===== src/rtl/cga_hdmi_de_gen.sv =====
// cga_hdmi_de_gen: regenerates a frame-locked display enable for the HDMI port from raw CGA
// video and syncs. Dots are counted from the hsync leading edge and lines from the vsync leading
// edge. DE is asserted only inside the programmed active window, and video is blanked outside it.
// Every output has a fixed two-clock latency, so video, DE and syncs stay mutually aligned.
//
// Ports:
//   clk        dot clock, one pixel per rising edge
//   reset_n    asynchronous active-low reset
//   video      raw IRGB pixel {I,R,G,B}
//   hsync      raw horizontal sync (polarity set by SYNC_POL)
//   vsync      raw vertical sync (polarity set by SYNC_POL)
//   video_out  IRGB, forced to 0 whenever de_out is low
//   de_out     display enable
//   hsync_out  hsync delayed to align with video_out
//   vsync_out  vsync delayed to align with video_out
//   locked     two consecutive frames had the same non-zero line count
module cga_hdmi_de_gen #(
  parameter int unsigned HW       = 10,
  parameter int unsigned VW       = 9,
  parameter int unsigned H_START  = 120,
  parameter int unsigned H_ACTIVE = 640,
  parameter int unsigned V_START  = 36,
  parameter int unsigned V_ACTIVE = 200,
  parameter bit          SYNC_POL = 1'b1,
  parameter bit          REQ_LOCK = 1'b1
) (
  input  logic       clk,
  input  logic       reset_n,
  input  logic [3:0] video,
  input  logic       hsync,
  input  logic       vsync,
  output logic [3:0] video_out,
  output logic       de_out,
  output logic       hsync_out,
  output logic       vsync_out,
  output logic       locked
);

  localparam int unsigned    HEnd    = H_START + H_ACTIVE;
  localparam int unsigned    VEnd    = V_START + V_ACTIVE;
  localparam logic [HW-1:0]  HMax    = '1;
  localparam logic [VW-1:0]  VMax    = '1;
  localparam logic           SyncOff = ~SYNC_POL;

  // Stage 1: registered inputs plus the previous registered sync levels.
  logic [3:0]    s1_video_q;
  logic          s1_hs_q, s1_vs_q;
  logic          s1_hs_prev_q, s1_vs_prev_q;

  // Counters hold the position of the dot currently in stage 1 once it has been counted.
  logic [HW-1:0] h_cnt_q, h_cnt_d;
  logic [VW-1:0] v_cnt_q, v_cnt_d;
  logic [VW-1:0] frame_lines_q, frame_lines_d;
  logic          locked_q, locked_d;

  // Stage 2: output registers.
  logic [3:0]    video_out_q, video_out_d;
  logic          de_q, de_d;
  logic          hs_out_q, vs_out_q;

  logic          h_edge, v_edge, win;

  always_ff @(posedge clk or negedge reset_n) begin
    if (!reset_n) begin
      s1_video_q   <= 4'h0;
      s1_hs_q      <= SyncOff;
      s1_vs_q      <= SyncOff;
      s1_hs_prev_q <= SyncOff;
      s1_vs_prev_q <= SyncOff;
    end else begin
      s1_video_q   <= video;
      s1_hs_q      <= hsync;
      s1_vs_q      <= vsync;
      s1_hs_prev_q <= s1_hs_q;
      s1_vs_prev_q <= s1_vs_q;
    end
  end

  always_comb begin
    h_edge = (s1_hs_q == SYNC_POL) && (s1_hs_prev_q != SYNC_POL);
    v_edge = (s1_vs_q == SYNC_POL) && (s1_vs_prev_q != SYNC_POL);

    // Saturate rather than wrap so a missing hsync cannot reopen the window.
    if (h_edge) begin
      h_cnt_d = '0;
    end else if (h_cnt_q == HMax) begin
      h_cnt_d = HMax;
    end else begin
      h_cnt_d = h_cnt_q + 1'b1;
    end

    // vsync edge takes priority over a coincident hsync edge.
    v_cnt_d = v_cnt_q;
    if (v_edge) begin
      v_cnt_d = '0;
    end else if (h_edge && (v_cnt_q != VMax)) begin
      v_cnt_d = v_cnt_q + 1'b1;
    end

    // Frame length is taken from the count before the clear.
    frame_lines_d = frame_lines_q;
    locked_d      = locked_q;
    if (v_edge) begin
      frame_lines_d = v_cnt_q;
      locked_d      = (v_cnt_q == frame_lines_q) && (v_cnt_q != '0);
    end

    // Full 32-bit comparison so window bounds beyond the counter range are not truncated.
    win = (32'(h_cnt_d) >= H_START) && (32'(h_cnt_d) < HEnd) &&
          (32'(v_cnt_d) >= V_START) && (32'(v_cnt_d) < VEnd);

    de_d        = win && (locked_q || !REQ_LOCK);
    video_out_d = de_d ? s1_video_q : 4'h0;
  end

  always_ff @(posedge clk or negedge reset_n) begin
    if (!reset_n) begin
      h_cnt_q       <= '0;
      v_cnt_q       <= '0;
      frame_lines_q <= '0;
      locked_q      <= 1'b0;
      video_out_q   <= 4'h0;
      de_q          <= 1'b0;
      hs_out_q      <= SyncOff;
      vs_out_q      <= SyncOff;
    end else begin
      h_cnt_q       <= h_cnt_d;
      v_cnt_q       <= v_cnt_d;
      frame_lines_q <= frame_lines_d;
      locked_q      <= locked_d;
      video_out_q   <= video_out_d;
      de_q          <= de_d;
      hs_out_q      <= s1_hs_q;
      vs_out_q      <= s1_vs_q;
    end
  end

  assign video_out = video_out_q;
  assign de_out    = de_q;
  assign hsync_out = hs_out_q;
  assign vsync_out = vs_out_q;
  assign locked    = locked_q;

endmodule


===== config.mk =====
export PLATFORM = sky130hd
export DESIGN_NAME = cga_hdmi_de_gen
export DESIGN_NICKNAME = d
export VERILOG_FILES = /design/src/rtl/cga_hdmi_de_gen.sv
export SDC_FILE = /design/constraint.sdc
export NUM_CORES = 1
export LEC_CHECK = 0
export ABC_CLOCK_PERIOD_IN_PS = 2900
export BUFFER_PORTS_ARGS = -buffer_cell sky130_fd_sc_hd__buf_2
export CAP_MARGIN = 20
export CORE_ASPECT_RATIO = 2
export CORE_UTILIZATION = 53
export DETAILED_ROUTE_END_ITERATION = 8
export PLACE_DENSITY_LB_ADDON = 0.1
export SYNTH_ARGS = -nofsm -noshare
export SYNTH_HDL_FRONTEND = slang
export SYNTH_SLANG_ARGS = --single-unit

===== constraint.sdc =====
create_clock -name clk -period 2.9 [get_ports clk]
set_clock_uncertainty 0.15 [all_clocks]
set_input_delay 0.145 -clock clk [delete_from_list [all_inputs] [get_ports clk]]
set_output_delay 0.145 -clock clk [all_outputs]
set_load 0.01 [all_outputs]

* Word level (Yosys, flattened, before mapping) *
Cells that the tools add are included.

word-level totals
  flip-flop bits (word level) = 42
  input bits = 8
  output and inout bits = 8
  logic and storage cells = 36

cells by class
  add/sub/neg operators = 2
  order comparisons = 4
  equal/unequal tests = 3
  muxes and demuxes = 5
  bitwise gates (word level) = 2
  reduce and logical (&&, ||, !) cells = 9

operator list
  operator                 number
  $mux W10                 2
  $mux W9                  2
  $add A10 B1 Y10 const B  1
  $eq A10 B10 Y1 const B   1
  $ge A10 B7 Y1 const B    1
  $lt A10 B10 Y1 const B   1
  $add A9 B1 Y9 const B    1
  $eq A9 B9 Y1             1
  $ge A9 B6 Y1 const B     1
  $lt A9 B8 Y1 const B     1
  $ne A9 B9 Y1 const B     1
  $reduce_bool A9 Y1       1
  $logic_and A1 B1 Y1      8
  $mux W4                  1
  $not A1 Y1               2

* Longest topological paths before layout *
  depth after elaboration = 10
  gate-level depth with buffers = 10
  mapped depth without buffers = 10

* Worst setup path before layout *
Ideal clock, no wire load.

  path type = reg-to-reg
  from = register v_cnt_q[0]
  to = register video_out_q[0] (netlist: video_out[0])
  library setup time = 138 ps
  arrival = 2666 ps
  data required time = 2612 ps
  setup slack = -55 ps
  stages on the path, launching flop included = 11
  path buffers = 0
  period minus slack after synthesis = 2955 ps
  path through = dfrtp_1 ha_1 nand4_1 nor2_1 ha_1 or3b_4 or3_1 xor2_1 or4_4 o32ai_2 nor3_1

between the ends
  cells in the longest elaborated chain, start to end = 9
  elaborated cells between the ends (all ways) = 11
  those cells by class = 1 x add/sub; 2 x order compare; 1 x eq/ne; 3 x mux; 4 x reduce/logical

RTL lines
  what                                                                   RTL line  text
  start, declared                                                        52        logic [VW-1:0] v_cnt_q, v_cnt_d;
  start signal, assigned                                                 128       v_cnt_q <= v_cnt_d;
  parallel branches: the longest is 2 deep, another holds $add A9 B1 Y9  -
  $mux W9 (*)                                                            96        end else if (h_edge && (v_cnt_q != VMax)) begin
  $mux W9 (*)                                                            94        if (v_edge) begin
  $ge A9 B6 Y1                                                           110       (32'(v_cnt_d) >= V_START) && (32'(v_cnt_d) < VEnd);
  $logic_and A1 B1 Y1                                                    109       win = (32'(h_cnt_d) >= H_START) && (32'(h_cnt_d) < HEnd) &&
  $logic_and A1 B1 Y1 (*)                                                110
  $logic_and A1 B1 Y1 (*)                                                112       de_d = win && (locked_q || !REQ_LOCK);
  $mux W4 (*)                                                            113       video_out_d = de_d ? s1_video_q : 4'h0;
  net video_out_d[0]                                                     57        logic [3:0] video_out_q, video_out_d;
  end signal, assigned                                                   131       video_out_q <= video_out_d;
  end, declared                                                          57

Mark *: on every way through the listed nets, which the timed path passes.
A chain may end at the register's enable or synchronous reset.

* Worst setup path after layout *
Same ends and word-level chain as after synthesis.

==> results.yml <==
run_status:
  status: "complete, but fails checks"
  violations: "negative setup slack"
power_and_ir_drop:
  ir_drop_mv: 0.584
  power.total_mw: 1.46
  p_comb_share_pct: 14.9
  powerDensity_nw_per_um2: 568
  p_sw_mw: 0.361
  clkPwrFrac_pct: 38.6
  leakagePower_nw: 1.17
  intPower_mw: 1.10
  switching_share_pct: 24.8
  seqPwrFrac_pct: 46.5
run:
  maxCapViolations: 0
floorplan:
  coreArea_um2: 3840
  die_w_um: 47.0
  num_rows: 32
  dieArea_um2: 4320
  start_util_pct: 55.8
  ios: 16
  dieHeight_um: 92.0
sta:
  slew_headroom_pct: 40.6
  worst_pin_slew_ns: 0.891
  fin_setup_tns_ns: -0.0170
  rsz0062_at_grt: "true"
  drv_slew: 0
  fin_crit_ns: 2.91
  fin_ws_ns: -0.00928
  fmax_mhz: 344
  final_hold_viol_count: 0
  period_share_pct: 100
  setup_viol: 2
logic_synthesis:
  synth_common_cells: "dfrtp_1 (42), nand2_1 (36), nor2_1 (18)"
  mappedNetlistArea_um2: 2140
  yosysTopAreaCellShare_pct: 49.0
  ys_async_sr_fraction_pct: 100
  synth_nets: 231
  synthDistinctLibCells: 48
  yosys.area.top_type: "dfrtp_1"
  synth_edf_count: 0
  synth_area_per_cell_um2: 9.79
  yosysSeqAreaShare_pct: 49.0
  ys.flop_type: "dfrtp_1"
  ys_ff_latch: 42
  synth_area_leaders: "dfrtp_1 (49%), nand2_1 (6.3%), xor2_1 (4.5%)"
  yosys_warnings: 0
  synth_most_common_cell: "dfrtp_1"
  synth_cells: 219
routing:
  viasPerCell: 5.57
  drt_first_iter_violations: 37
  num_vias: 1672
  drc: 0
  wl_met1_um: 1620
  wl_per_cell_um: 15.0
  top_layer: "met4"
  wl_met2_um: 2690
  drt_pass1_iterations: 4
  dr_wl_met3_um: 90
  ant_nets: 0
  wirelength_um: 4510
cts:
  cts_made_buffers: 5
  clkTransAtPathRegs_ns: 0.08
  ctsRootBufferMaster: "clkbuf_8"
  clock_latency_ns: 0.29
  clock-sinks: 42
  cts_tree: "done"
  htree_levels: 2
  clock_path_buffers: 2
setup_path:
  critPathBufInv: 0
  endpoint: "video_out[0]"
  cp.required_ns: 2.90
  critPathMaxStageDelay_ns: 0.49
  worst_path_most_repeated_cell: "ha_2"
  rr_worst_depth: 10
  critPathSlowestCell: "or4_4"
  cp_num_cells: 10
  critPathMaxFanout: 5
  cp-end-kind: "flop"
  path_cells: "ha_2, nand4_1, nor2_1, ha_2, or3b_4, or3_4, xor2_2, or4_4, o32ai_4, nor3_2"
  cp-start-kind: "flop"
  ff2ff_setup_slack_ns: -0.009
  r2r-start: "v_cnt_q[0]"
  crit_family: "simple AND/OR/NAND/NOR gates"
  worstPathArrival_ns: 2.91
  r2r_end: "video_out[0]"
  startpoint: "v_cnt_q[0]"
  crit_type: "flop to flop"
final_layout:
  drive_above_1_share_pct: 20.9
  fillers: 344
  fin_nets: 260
  utilization_pct: 66.6
  layout-area-overhead-vs-synth_pct: 19.4
  n_antenna_cell: 0
global_route:
  grt_pass1_wl_um: 7300
  grt_pass1_vias: 1749
  grt_util_all_layers_pct: 23.7
  antenna_found_initial: 0
  grt_max_degree: 43
  overflow: 0
placed_design:
  hpwlAfterDp_um: 3280
  numPortBuffers: 15
  finalWeightedCongestion: 0.945
hold_path:
  hold_class: "flop to flop"
## worst reg2reg max path, stage by stage, from the launching register on
cell and delay (ns):
dfrtp_1 0.39, ha_2 0.19, nand4_1 0.11, nor2_1 0.07, ha_2 0.18, or3b_4 0.39
or3_4 0.35, xor2_2 0.16, or4_4 0.49, o32ai_4 0.21, nor3_2 0.09
## power by group through the flow
stage          Combinational (mW)  Clock [mW]  Sequential, mW
4_1_cts                     0.218       0.581           0.676
5_1_grt                     0.244       0.600           0.682
2_1_floorplan               0.145           0           0.678
3_3_place_gp                0.200           0           0.683
6_report                    0.217       0.563           0.676
3_5_place_dp                0.206           0           0.688
## per-stage QoR
stage	hold WS, ns	cells	area, µm²	setup slack [ns]
after global routing	0.285	300	2560	-0.103
final	0.250	300	2560	-0.00928
after detailed placement	0.104	284	2310	-0.0245
after CTS	0.256	299	2550	0.0105
after global placement	0.103	284	2310	0.0838
after floorplan	-0.301	219	2160	0.0245
## cell families after synthesis
logic type / count (synthesis) / synth area share (%)
AO/OA/AOI/OAI: 26 / 8.17
XOR/XNOR: 19 / 7.76
adder cells (fa/ha/maj): 4 / 2.33
buffers and inverters: 21 / 5.37
flip-flops: 42 / 49.0
multiplexers: 7 / 3.33
AND/OR/NAND/NOR: 100 / 24.0
## cell type report
type	count	area (µm²)	area share, %
clock buffers	6	82.6	3.22
clock inverters	2	60.1	2.34
inverters	7	26.3	1.03
multi-input cells	156	1030	40.1
flip-flops and latches	42	1050	41.0
well taps	51	63.8	2.49
repair buffers	36	250	9.77
## sequential cells by signal, indices dropped and copies added (netlist names), 4 cells and up
name / count
v_cnt_q: 9
s1_video_q: 4
video_out: 4
frame_lines_q: 9
h_cnt_q: 10
## metal layers
layer / track usage [%] / up-vias
met4: 11.0 / 0
li1: - / 799
met1: 22.1 / 832
met2: 44.3 / 28
met3: 4.53 / 13
met5: 0 / -
## worst min path at each step
stage	depth (start not counted)	slack, ns	to	startpoint
2_1_floorplan	0	-0.30	de_out	reset_n
3_3_place_gp	1	0.10	s1_vs_q	vsync
3_5_place_dp	1	0.10	s1_video_q[0]	video[0]
4_1_cts	0	0.26	vsync_out	s1_vs_q
5_1_grt	0	0.28	vsync_out	s1_vs_q
6_report	0	0.25	vsync_out	s1_vs_q
## layout by cell type (no fill, tap or decap), types with 8 or more instances in the layout
master   instances
buf_2           15
nor2_1          18
buf_4           14
a21oi_1          8
dfrtp_1         42
xor2_1          10
nand3_1          8
xnor2_1          8
nand2_1         36
## timing repair
item,CTS,global route
resized for setup,6,1
setup buffers,0,1
endpoints found under the setup margin,5,5
hold endpoints to repair,48,0
hold buffers,7,0
pin swaps,4,3
(Power assumes the default switching activity.)
